File: src/rtl/seq_alu.sv
// Handshaked sequential ALU: single-cycle add/sub/logic/shift, iterative shift-and-add multiply,
// registered result and Z/C/V/N flags held on a valid/ready output channel until consumed.
module seq_alu #(
    parameter int unsigned WIDTH = 8
) (
    input  logic             clk,
    input  logic             rst,
    input  logic             in_valid,
    output logic             in_ready,
    input  logic [WIDTH-1:0] a,
    input  logic [WIDTH-1:0] b,
    input  logic [2:0]       op,
    output logic             out_valid,
    input  logic             out_ready,
    output logic [WIDTH-1:0] result,
    output logic             zero,
    output logic             carry,
    output logic             overflow,
    output logic             negative
);

    localparam int unsigned SHW = $clog2(WIDTH);
    localparam int unsigned PW  = 2 * WIDTH;

    localparam logic [2:0] OP_ADD = 3'b000;
    localparam logic [2:0] OP_SUB = 3'b001;
    localparam logic [2:0] OP_AND = 3'b010;
    localparam logic [2:0] OP_OR  = 3'b011;
    localparam logic [2:0] OP_XOR = 3'b100;
    localparam logic [2:0] OP_MUL = 3'b101;
    localparam logic [2:0] OP_SHL = 3'b110;
    localparam logic [2:0] OP_SHR = 3'b111;

    typedef enum logic [1:0] {
        S_IDLE = 2'd0,
        S_BUSY = 2'd1,
        S_DONE = 2'd2
    } state_t;

    state_t           r_state;
    state_t           w_state_nx;
    logic             r_in_ready;
    logic             r_out_valid;

    logic [WIDTH-1:0] r_result;
    logic             r_zero;
    logic             r_carry;
    logic             r_ovf;
    logic             r_neg;

    logic [PW-1:0]    r_mcand;
    logic [WIDTH-1:0] r_mplier;
    logic [PW-1:0]    r_acc;
    logic [SHW-1:0]   r_cnt;

    logic [WIDTH:0]   w_sum;
    logic [WIDTH:0]   w_diff;
    logic [WIDTH:0]   w_shl;
    logic [WIDTH:0]   w_shr;
    logic [SHW-1:0]   w_amt;
    logic [WIDTH-1:0] w_alu_res;
    logic             w_alu_c;
    logic             w_alu_v;

    logic [PW-1:0]    w_acc_nx;
    logic             w_mul_last;
    logic             w_mul_go;
    logic             w_load;
    logic [WIDTH-1:0] w_fin_res;
    logic             w_fin_c;
    logic             w_fin_v;

    // Single-cycle datapath; extra top/bottom bit captures carry, borrow and shifted-out bit
    always_comb begin
        w_amt     = b[SHW-1:0];
        w_sum     = {1'b0, a} + {1'b0, b};
        w_diff    = {1'b0, a} - {1'b0, b};
        w_shl     = {1'b0, a} << w_amt;
        w_shr     = {a, 1'b0} >> w_amt;
        w_alu_res = '0;
        w_alu_c   = 1'b0;
        w_alu_v   = 1'b0;
        case (op)
            OP_ADD: begin
                w_alu_res = w_sum[WIDTH-1:0];
                w_alu_c   = w_sum[WIDTH];
                w_alu_v   = (a[WIDTH-1] == b[WIDTH-1]) && (w_sum[WIDTH-1] != a[WIDTH-1]);
            end
            OP_SUB: begin
                w_alu_res = w_diff[WIDTH-1:0];
                w_alu_c   = w_diff[WIDTH];
                w_alu_v   = (a[WIDTH-1] != b[WIDTH-1]) && (w_diff[WIDTH-1] != a[WIDTH-1]);
            end
            OP_AND: w_alu_res = a & b;
            OP_OR:  w_alu_res = a | b;
            OP_XOR: w_alu_res = a ^ b;
            OP_SHL: begin
                w_alu_res = w_shl[WIDTH-1:0];
                w_alu_c   = w_shl[WIDTH];
            end
            OP_SHR: begin
                w_alu_res = w_shr[WIDTH:1];
                w_alu_c   = w_shr[0];
            end
            default: ;
        endcase
    end

    // Last multiply iteration feeds its sum straight into the result register
    assign w_acc_nx   = r_mplier[0] ? (r_acc + r_mcand) : r_acc;
    assign w_mul_last = (r_cnt == SHW'(WIDTH - 1));

    always_comb begin
        w_state_nx = r_state;
        w_mul_go   = 1'b0;
        w_load     = 1'b0;
        w_fin_res  = w_alu_res;
        w_fin_c    = w_alu_c;
        w_fin_v    = w_alu_v;
        case (r_state)
            S_IDLE: begin
                if (in_valid) begin
                    if (op == OP_MUL) begin
                        w_mul_go   = 1'b1;
                        w_state_nx = S_BUSY;
                    end else begin
                        w_load     = 1'b1;
                        w_state_nx = S_DONE;
                    end
                end
            end
            S_BUSY: begin
                if (w_mul_last) begin
                    w_load     = 1'b1;
                    w_fin_res  = w_acc_nx[WIDTH-1:0];
                    w_fin_c    = |w_acc_nx[PW-1:WIDTH];
                    w_fin_v    = 1'b0;
                    w_state_nx = S_DONE;
                end
            end
            S_DONE: begin
                if (out_ready) begin
                    w_state_nx = S_IDLE;
                end
            end
            default: w_state_nx = S_IDLE;
        endcase
    end

    always_ff @(posedge clk or posedge rst) begin
        if (rst) begin
            r_state     <= S_IDLE;
            r_in_ready  <= 1'b1;
            r_out_valid <= 1'b0;
        end else begin
            r_state     <= w_state_nx;
            r_in_ready  <= (w_state_nx == S_IDLE);
            r_out_valid <= (w_state_nx == S_DONE);
        end
    end

    // Result and flags change only when entering DONE
    always_ff @(posedge clk or posedge rst) begin
        if (rst) begin
            r_result <= '0;
            r_zero   <= 1'b0;
            r_carry  <= 1'b0;
            r_ovf    <= 1'b0;
            r_neg    <= 1'b0;
        end else if (w_load) begin
            r_result <= w_fin_res;
            r_zero   <= (w_fin_res == '0);
            r_carry  <= w_fin_c;
            r_ovf    <= w_fin_v;
            r_neg    <= w_fin_res[WIDTH-1];
        end
    end

    always_ff @(posedge clk or posedge rst) begin
        if (rst) begin
            r_mcand  <= '0;
            r_mplier <= '0;
            r_acc    <= '0;
            r_cnt    <= '0;
        end else if (w_mul_go) begin
            r_mcand  <= PW'(a);
            r_mplier <= b;
            r_acc    <= '0;
            r_cnt    <= '0;
        end else if (r_state == S_BUSY) begin
            r_acc    <= w_acc_nx;
            r_mcand  <= r_mcand << 1;
            r_mplier <= r_mplier >> 1;
            r_cnt    <= r_cnt + SHW'(1);
        end
    end

    assign in_ready  = r_in_ready;
    assign out_valid = r_out_valid;
    assign result    = r_result;
    assign zero      = r_zero;
    assign carry     = r_carry;
    assign overflow  = r_ovf;
    assign negative  = r_neg;

endmodule
File: config.mk
export PLATFORM = sky130hd
export DESIGN_NAME = seq_alu
export DESIGN_NICKNAME = d
export VERILOG_FILES = /design/src/rtl/seq_alu.sv
export SDC_FILE = /design/constraint.sdc
export NUM_CORES = 1
export LEC_CHECK = 0
export BUFFER_PORTS_ARGS = -buffer_cell sky130_fd_sc_hd__buf_4
export CAP_MARGIN = 20
export CORE_MARGIN = 2
export CORE_UTILIZATION = 40
export DETAILED_ROUTE_END_ITERATION = 10
export SETUP_SLACK_MARGIN = 0.2
export SLEW_MARGIN = 20
export SYNTH_ARGS = -nofsm -noshare
export SYNTH_HDL_FRONTEND = slang
export SYNTH_SLANG_ARGS = --single-unit
File: constraint.sdc
create_clock -name clk -period 4.35 [get_ports clk]
set_input_delay 0.435 -clock clk [delete_from_list [all_inputs] [get_ports clk]]
set_output_delay 0.435 -clock clk [all_outputs]
set_load 0.005 [all_outputs]
---- After elaboration in Yosys (flattened, before gate mapping) ----
Index checks and enable logic that the tools add are counted.
operators by class
  muxes and demuxes ....................... 30
  shift-type cells ........................ 2
  reductions and logical operators ........ 8
  $add $sub $neg .......................... 4
  bitwise gates (word level) .............. 3
  equality and inequality tests ........... 15
operators by type and width
  kind                                                  count
  2-to-1 mux 16 bit                                     5
  case mux 8 bit (7 select lines)                       1
  2-to-1 mux 8 bit                                      4
  adder 16 bit                                          1
  equality test 3 bit (second input constant)           5
  2-to-1 mux 1 bit                                      10
  adder 8 x 8 -> 9 bit                                  1
  left shift 8 x 3 -> 9 bit                             1
  right shift 9 x 3 -> 9 bit                            1
  subtractor 8 x 8 -> 9 bit                             1
  AND 8 bit                                             1
  logical NOT 8 bit                                     1
  2-to-1 mux 2 bit                                      4
  bitwise OR 8 bit                                      1
  OR reduction 8 bit                                    1
  XOR 8 bit                                             1
  equality test 3 x 2 -> 1 bit (second input constant)  2
  2-to-1 mux 3 bit                                      2
  case mux 2 bit (3 select lines)                       1
  equality test 2 bit (second input constant)           2
  logical NOT 2 bit                                     2
  case mux 1 bit (2 select lines)                       2
  case mux 1 bit (4 select lines)                       1
  adder 3 x 1 -> 3 bit (second input constant)          1
  other kinds (7)                                       10
storage, ports and cells
  register bits after elaboration ......... 59
  word-level logic and storage cells ...... 74
  output and inout port bits .............. 14
  input bits .............................. 23

---- Logic depth before layout (Yosys ltp) ----
Gate-level depths: netlist of the first run.
  depth after elaboration ................. 6
  mapped depth ............................ 11
  mapped depth without buffers ............ 11

---- Least setup slack after synthesis of the first run ----
No wires, ideal clock.
  path type ............................... in2reg
  start point ............................. in b[2]
  end point ............................... reg r_zero (netlist: zero)
  data required time ...................... 4.247 ns
  setup time .............................. 0.103 ns
  setup slack ............................. 1.601 ns
  arrival ................................. 2.646 ns
  path buffers ............................ 1
  cell stages on the path ................. 10
  cell sequence ........................... buf_2 clkinv_1 ha_1 o21bai_1 a21oi_1 a221o_1 o21ai_0 a31oi_1 or4_1 o41ai_2
between the ends
  word-level cells in the longest chain between the ends .. 5
  elaborated cells on any way between the ends .. 11
  those cells by class .................... 2 x add/sub; 2 x shift; 3 x mux; 3 x bitwise; 1 x reduce/logical
ends and longest elaborated chain
  item                                               RTL line  RTL
  from (decl)                                        11        input logic [WIDTH-1:0] b,
  subtractor 8 x 8 -> 9 bit (tied with other cells)  77        w_diff = {1'b0, a} - {1'b0, b};
  case mux 8 bit (7 select lines) (*)                83        case (op)
  2-to-1 mux 8 bit                                   133       if (w_mul_last) begin
  2-to-1 mux 8 bit (*)                               120       case (r_state)
  logical NOT 8 bit (*)                              172       r_zero <= (w_fin_res == '0);
  to (signal assigned)                               172
  to (decl)                                          46        logic r_zero;
Mark *: on every way between the ends. The rest lies on a longest branch, timed or not.
A chain may end at the register's enable or synchronous reset.

---- Worst setup path in the final report of the first run ----
  start point ............................. reg r_acc[0]
  end point ............................... reg r_zero (netlist: zero)
between the ends
  word-level cells in the longest chain between the ends .. 5
ends and longest elaborated chain
  item                    RTL line  RTL
  from (decl)             53        logic [PW-1:0] r_acc;
  from (signal assigned)  191       r_acc <= w_acc_nx;
  adder 16 bit            110       assign w_acc_nx = r_mplier[0] ? (r_acc + r_mcand) : r_acc;
  2-to-1 mux 16 bit (*)   110
  2-to-1 mux 8 bit (*)    133
  2-to-1 mux 8 bit (*)    120
  logical NOT 8 bit (*)   172
Marks and branches as above.

==> results of run 1 <==
==> placed cells by master (no fill, tap or decap), types with 5 or more instances in the layout <==
| cell | instances |
|---|---|
| xor2_1 | 6 |
| nor4_1 | 5 |
| nand2b_1 | 7 |
| nor2b_1 | 7 |
| nand2_1 | 98 |
| o31ai_1 | 5 |
| a21oi_1 | 34 |
| o221ai_1 | 6 |
| ha_1 | 42 |
| a22o_1 | 11 |
| a211oi_1 | 12 |
| xnor2_1 | 8 |
| a22oi_1 | 11 |
| o21ai_0 | 41 |
| nor3_1 | 5 |
| o211ai_1 | 5 |
| clkbuf_16 | 9 |
| o21bai_1 | 6 |
| dfrtp_1 | 57 |
| mux2i_1 | 28 |
| a221oi_1 | 5 |
| o22ai_1 | 7 |
| inv_1 | 28 |
| nor2_1 | 47 |
| a31oi_1 | 5 |
| buf_4 | 41 |
| nand3_1 | 9 |
==> power by group through the flow <==
stage | combinational (mW) | sequential (mW) | clock (mW)
after CTS | 1.39 | 0.951 | 0.804
after global placement | 1.35 | 0.950 | 0
after global routing | 1.58 | 0.982 | 0.828
final | 1.40 | 0.952 | 0.789
after floorplan | 1.02 | 0.904 | 0
after detailed placement | 1.38 | 0.954 | 0
==> cells by family after synthesis <==
group / Yosys count / synth area share, %
adders and majority gates: 45 / 11.5
muxes: 38 / 8.59
AOI/OAI and AO/OA: 186 / 25.5
and+or+nand+nor: 202 / 17.7
buffers and inverters: 66 / 5.79
xor gates and xnor gates: 14 / 2.40
DFF: 58 / 28.5
==> layer usage <==
layer	vias to the layer above	global-route usage (%)	routed length [um]
met4	0	9.33	436
met2	165	35.8	6810
li1	2252	-	-
met5	-	0	0
met1	2253	31.2	6790
met3	30	4.12	869
==> critical path, stage by stage, from the launching register on <==
cell      delay (ns)
dfrtp_1         0.38
ha_1            0.18
inv_1           0.06
fa_1            0.40
nor2b_1         0.16
o31a_1          0.22
a21oi_1         0.09
a211oi_1        0.40
a31oi_1         0.12
or4_1           0.56
o41ai_2         0.22
==> final cells by class <==
cell class | count | area [um^2]
fill | 1255 | 6740
multi-input combinational | 485 | 3360
sequential | 58 | 1450
timing repair buffer | 41 | 308
clock buffer | 12 | 256
tap | 172 | 215
inverter | 31 | 116
clock inverter | 4 | 73.8
==> sequential cells by signal, indices dropped and copies added (netlist names) <==
name and count:
r_cnt 3, zero 1, overflow 1, result 8, r_state 2, r_mcand 16
carry 1, in_ready 1, out_valid 1, r_acc 16, r_mplier 8
==> final timing paths <==
path	from	to	slack, ns
max	r_acc[0]	zero	1.45
min	rst	r_acc[3]	0.05
min in group clk	out_ready	out_valid	0.31
max reg2reg	r_acc[0]	zero	1.45
min reg2reg	result[0]	result[0]	0.47
max in group asynchronous	rst	r_mplier[4]	3.40
==> flow_summary.toml, run 1 <==
[sta]
finalCriticalPeriod_ns = 2.90
clock_skew_ns = 0.00587
rsz0062_at_grt = "false"
worst_pin_slew_ns = 1.03
setup_tns_ns = 0
holdWs_ns = 0.0479
slew_violations = 0
timing.final.crit_share_pct = 66.7
hold_viol_final = 0
slew_headroom_pct = 31.0
fmax_mhz = 345
setup_viol = 0
worst_slack_ns = 1.45

[grt]
grt_start_max_net_pins = 47
grt_first_pass_wirelength_um = 23900
antenna_found_initial = 0
grt.total_usage_pct = 22.8
grt_pass1_vias = 4466
overflow = 0

[logic_synthesis]
synth_top_area_share_pct = 28.0
synth-main-ff-cell = "dfrtp_1"
syn_avg_cell_area_um2 = 8.37
synthDistinctLibCells = 75
yosysMostFrequentCell = "nand2_1"
netlist_area_mm2 = 0.00510
async_flop_share_pct = 100
synth_common_cells = "nand2_1, dfrtp_1, nor2_1, ha_1, o21ai_0"
synth.ff_latch_count = 58
synth_edf_count = 0
syn-num-nets = 677
yosysWarnings = 0
syn_inst = 609
synth.yosys.seq_area_share_pct = 28.5
synth.area.top_cells = "dfrtp_1, ha_1, nand2_1"
yosys.area.top_type = "dfrtp_1"

[clock_network]
postCtsSetupBuffers = 0
numCtsBuffers = 9
cts_tree = "yes"
cts_buffer_depth = 2
cts.htree.levels = 3
cts.reportedPaths.clkPinSlew_ns = 0.06
cts_root_buf = "clkbuf_16"
postCtsResizedCells = 0
worstSkewPairLatency_ns = 0.34
hold_buffers = 0
numClockSinks = 58

[place]
dpl_cell_area_mm2 = 0.00545
dp_hpwl_um = 11100
portBuffers = 36
pre_cts_ws_ns = 1.23
place_inst = 787
place.gp.congestion = 0.914

[die]
die_h_um = 117
core_mm2 = 0.0125
dieWidth_um = 117
ios = 37
die_area_mm2 = 0.0137
rows = 41
start_util_pct = 40.7

[critical_path]
startpoint_type = "flip-flop"
crit_path_end_kind = "flip-flop"
path_class = "flip-flop to flip-flop"
r2r_cells = 10
required_ns = 4.58
critPathMaxFanout = 4
arrival_ns = 3.13

[pwr]
p_int_mw = 1.90
switching_share_pct = 39.5
total_power_mw = 3.14
p_per_area_mw_per_mm2 = 543
combinationalPowerShare_pct = 44.5
switchingPower_mw = 1.24
peakVddDrop_mv = 0.228
pwr-share-clk_pct = 25.2
leakage_nw = 2.59
seqPwrFrac_pct = 30.3

[routing]
num_vias = 4700
wl_um = 14900
firstDrtPassIters = 6
drt_iter0_drc = 373
wl_per_cell_um = 18.6
vias_per_cell = 5.85
antenna_left = 0
drc_errors = 0

[finish]
final_nets = 694
finish.utilization_pct = 46.2
area_growth_pct = 13.4
antenna_cells = 0
final_cell_area_mm2 = 0.00578
drive_above_1_share_pct = 12.8
final_cells = 803

[outcome]
status = "finished, final reports clean"

[run]
max_cap_violations = 0

[hold_path]
hold_class = "input pin to asynchronous set/reset pin"
No activity file was read; power rests on OpenSTA's default activity.
==> run 2: changes to the inputs <==
- clock period: 4.35 -> 2.5 ns (I/O delays scaled with it)
==> flow_summary.toml, run 2 (synthesis results as in run 1) <==
[finish]
final_cells = 917
final_cell_area_mm2 = 0.00700
area_growth_pct = 37.3
reg.largest.list = "r_acc: 16 flops, r_mcand: 16 flops"
finish.utilization_pct = 55.9
final_common_cell = "buf_4"
antenna_cells = 0
drive_above_1_share_pct = 32.8
final_nets = 808
layout_common_cells = "buf_4, nand2_1, dfrtp_1, nor2_1, ha_1"

[sta]
timing.final.crit_share_pct = 105
rsz0062_at_grt = "true"
finalCriticalPeriod_ns = 2.62
fmax_mhz = 381
holdWs_ns = 0.0643
setup_tns_ns = -0.213
setup_viol = 3
slew_headroom_pct = 48.7
worst_pin_slew_ns = 0.768
clock_skew_ns = 0.00396
hold_viol_final = 0
slew_violations = 0
worst_slack_ns = -0.122

[routing]
drc_errors = 0
vias_per_cell = 5.59
wl_um = 16300
firstDrtPassIters = 5
wl_per_cell_um = 17.8
num_vias = 5127
drt_iter0_drc = 413
antenna_left = 0

[critical_path]
required_ns = 2.74
worstSetupStartpoint = "r_mcand[0]"
startpoint_type = "flip-flop"
r2r-start = "r_mcand[0]"
arrival_ns = 2.86
timing.reg2reg.setup_slack_ns = -0.12
critPathMaxFanout = 3
crit_path_end_kind = "flip-flop"
path_class = "flip-flop to flip-flop"

[grt]
grt_pass1_vias = 4984
grt_first_pass_wirelength_um = 26300
antenna_found_initial = 0
grt.total_usage_pct = 24.9
grt_start_max_net_pins = 36
overflow = 0

[pwr]
combinationalPowerShare_pct = 55.7
p_per_area_mw_per_mm2 = 917
total_power_mw = 6.42
leakage_nw = 3.20
pwr-share-clk_pct = 18.3
peakVddDrop_mv = 0.481
seqPwrFrac_pct = 26.0
switching_share_pct = 40.0
switchingPower_mw = 2.57
p_int_mw = 3.85

[clock_network]
numCtsBuffers = 9
cts_buffer_depth = 2
cts.htree.levels = 3
cts_root_buf = "clkbuf_16"
cts_tree = "yes"
numClockSinks = 58
worstSkewPairLatency_ns = 0.33
cts.reportedPaths.clkPinSlew_ns = 0.05

[place]
dp_hpwl_um = 12600
pre_cts_ws_ns = -0.358
portBuffers = 36
place.gp.congestion = 0.924
place_inst = 888
dpl_cell_area_mm2 = 0.00633

[die]
ios = 37
start_util_pct = 40.7
die_h_um = 117
rows = 41
dieWidth_um = 117
core_mm2 = 0.0125
die_area_mm2 = 0.0137

[hold_path]
hold_class = "input pin to asynchronous set/reset pin"

[run]
max_cap_violations = 0

[outcome]
violations = "negative setup slack"
status = "complete, but fails checks"
[run 2: cell count changes in the layout (fill, tap and decap cells not counted), sizes merged]
cell      before  now
buf           41  155
inv           30   29
clkbuf        12   14
bufinv         2    0
clkinvlp       0    1
[run 2: area by class of cell]
class                           count  area, um^2
Tap cell                          172         215
Sequential cell                    58        1450
Inverter                           31         140
Multi-Input combinational cell    485        3700
Timing Repair Buffer              155        1210
Clock buffer                       14         274
Fill cell                        1181        5520
Clock inverter                      2        10.0
[run 2: path summary, 6_finish.rpt]
check / end / cells past startpoint
max: carry / 14
min: r_acc[1] / 2
max in group asynchronous: in_ready / 3
min reg2reg: result[6] / 2
max reg2reg: carry / 14
min in group clk: out_valid / 2
[run 2: layer usage]
metal | vias to the layer above | part of all wire, % | global-route usage [%]
met4 | 0 | 3.1 | 9.33
met3 | 28 | 5.1 | 4.38
li1 | 2488 | - | -
met2 | 147 | 44 | 38.0
met5 | - | 0 | 0
met1 | 2464 | 48 | 35.4
[run 2: power groups by stage]
stage	Combinational [mW]	Sequential, mW	Clock (mW)
floorplan	1.82	1.58	0
global placement	2.93	1.66	0
detailed placement	2.98	1.67	0
CTS	3.23	1.66	1.19
global route	3.92	1.72	1.25
finish	3.58	1.67	1.17
[run 2: worst max-delay path: stages, from the launching register on]
cell      delay, ns
dfrtp_1        0.36
ha_2           0.19
inv_2          0.04
fa_2           0.37
nor2b_2        0.14
o31a_1         0.20
buf_6          0.13
o21ai_4        0.06
buf_6          0.14
buf_4          0.12
xnor2_1        0.18
nor2_1         0.06
o211ai_1       0.28
nor4_2         0.08
a22oi_1        0.18
[run 2: what timing repair did]
| item | 4_1_cts | 5_1_grt |
|---|---|---|
| hold buffers | 0 | 0 |
| pin swaps | 13 | 14 |
| resized for setup | 30 | 30 |
| buffers inserted | 7 | 6 |
| endpoints found under the setup margin | 8 | 12 |
==> run 3: changes to the inputs <==
- CELL_PAD_IN_SITES_DETAIL_PLACEMENT: not set -> 1
- CELL_PAD_IN_SITES_GLOBAL_PLACEMENT: not set -> 2
- CORE_UTILIZATION: 40 -> 38
- PLACE_DENSITY_LB_ADDON: not set -> 0.1
- clock period: 2.5 -> 2.9 ns (I/O delays scaled with it)
==> flow_summary.toml, run 3 (synthesis results as in run 1) <==
[pwr]
p_int_mw = 3.22
switching_share_pct = 39.2
total_power_mw = 5.30
leakage_nw = 2.81
peakVddDrop_mv = 0.430
seqPwrFrac_pct = 27.8
combinationalPowerShare_pct = 46.6
switchingPower_mw = 2.08
pwr-share-clk_pct = 25.5
p_per_area_mw_per_mm2 = 852

[die]
die_area_mm2 = 0.0144
start_util_pct = 38.7
rows = 42
die_h_um = 120
dieWidth_um = 120
ios = 37
core_mm2 = 0.0132

[grt]
gr-usage-met1_pct = 37.9
grt.total_usage_pct = 25.5
grt_first_pass_wirelength_um = 28400
grtUsageMet3_pct = 4.99
grt_pass1_vias = 5118
grt_start_max_net_pins = 42
overflow = 0
grt_use_met2_pct = 38.3
grt.busiest_layer = "met2"
antenna_found_initial = 0

[sta]
clock_skew_ns = 0.00514
holdWs_ns = 0.153
fmax_mhz = 375
finalCriticalPeriod_ns = 2.67
rsz0062_at_grt = "true"
worst_pin_slew_ns = 0.929
slew_violations = 0
worst_slack_ns = 0.231
hold_viol_final = 0
setup_tns_ns = 0
setup_viol = 0
timing.final.crit_share_pct = 92.1
slew_headroom_pct = 38.0

[clock_network]
cts.htree.levels = 3
cts_buffer_depth = 2
cts_tree = "yes"
numCtsBuffers = 9
numClockSinks = 58
hold_buffers = 0
worstSkewPairLatency_ns = 0.33
cts.reportedPaths.clkPinSlew_ns = 0.06
cts_root_buf = "clkbuf_16"

[routing]
wl_um = 17600
firstDrtPassIters = 5
drt_iter0_drc = 381
vias_per_cell = 5.83
drc_errors = 0
num_vias = 4900
wl_per_cell_um = 20.9
antenna_left = 0

[hold_path]
hold_class = "input pin to flip-flop"

[critical_path]
crit_buf_inv = 3
crit_path_end_kind = "flip-flop"
slowest_stage = "dfrtp_1"
path_class = "flip-flop to flip-flop"
critPathTopFamily = "compound AO/OA/AOI/OAI gates"
required_ns = 3.10
arrival_ns = 2.87
startpoint_type = "flip-flop"
critPathMaxFanout = 2
crit_chain = "ha_4 -> inv_2 -> fa_2 -> nor2b_2 -> o31a_1 -> buf_6 -> buf_6 -> o211ai_1 -> and3_1 -> o31a_1 -> o211ai_1 -> nor4_1 -> a22oi_1"
slowest_delay_ns = 0.42

[run]
max_cap_violations = 0

[finish]
final_nets = 727
antenna_cells = 0
area_growth_pct = 22.0
finish.utilization_pct = 47.2
drive_above_1_share_pct = 19.9
reg.largest.list = "r_acc: 16 flops, r_mcand: 16 flops"
layout_common_cells = "nand2_1, buf_4, dfrtp_1, nor2_1, ha_1"
nFillCells = 1561
final_common_cell = "nand2_1"

[place]
portBuffers = 36
pre_cts_ws_ns = 0.0124
place.gp.congestion = 0.904
dp_hpwl_um = 13300

[outcome]
status = "finished, final reports clean"
## run 3: layer usage
metal | share of wire (%) | wire [um] | up-vias
met3 | 4.6 | 806 | 11
li1 | - | - | 2314
met2 | 45 | 7870 | 107
met1 | 50 | 8780 | 2468
met4 | 0.64 | 112 | 0
met5 | 0 | 0 | -
## run 3: final cells by class
class | instances | area [um^2] | area share (%)
clock buffer | 10 | 239 | 3.84
clock inverter | 6 | 138 | 2.21
inverter | 31 | 116 | 1.87
multi-input combinational | 485 | 3460 | 55.7
sequential | 58 | 1450 | 23.4
tap | 176 | 220 | 3.54
timing repair buffer | 74 | 592 | 9.52
## run 3: worst paths after layout
path / start / cells past startpoint / endpoint / slack (ns)
max: r_mcand[0] / 13 / carry / 0.23
max in group asynchronous: rst / 3 / r_mcand[9] / 1.93
min: out_ready / 2 / out_valid / 0.15
max reg2reg: r_mcand[0] / 13 / carry / 0.23
min in group asynchronous: rst / 2 / r_acc[12] / 0.17
min reg2reg: r_mplier[1] / 2 / r_mplier[1] / 0.47
## run 3: repair_timing
item	CTS	global route
pin swaps	8	12
resized for setup	13	15
endpoints found under the setup margin	2	5
setup buffers	3	4
## run 3: worst register-to-register path, cell delays in order, from the launching register on
cell and delay, ns:
dfrtp_1 0.42, ha_4 0.19, inv_2 0.05, fa_2 0.21, nor2b_2 0.06, o31a_1 0.26
buf_6 0.13, buf_6 0.10, o211ai_1 0.24, and3_1 0.20, o31a_1 0.18, o211ai_1 0.11
nor4_1 0.29, a22oi_1 0.10
## run 3: power by group through the flow
stage | Combinational, mW | Sequential (mW) | Clock, mW
3_3_place_gp | 2.18 | 1.45 | 0
5_1_grt | 2.75 | 1.52 | 1.41
2_1_floorplan | 1.53 | 1.36 | 0
4_1_cts | 2.36 | 1.47 | 1.38
6_report | 2.47 | 1.47 | 1.35
3_5_place_dp | 2.23 | 1.48 | 0
## run 3: through the flow
step | instance area (um^2) | cells
after floorplan | 5100 | 609
after global placement | 5670 | 817
after detailed placement | 5670 | 817
after CTS | 6130 | 836
after global routing | 6220 | 840
final | 6220 | 840
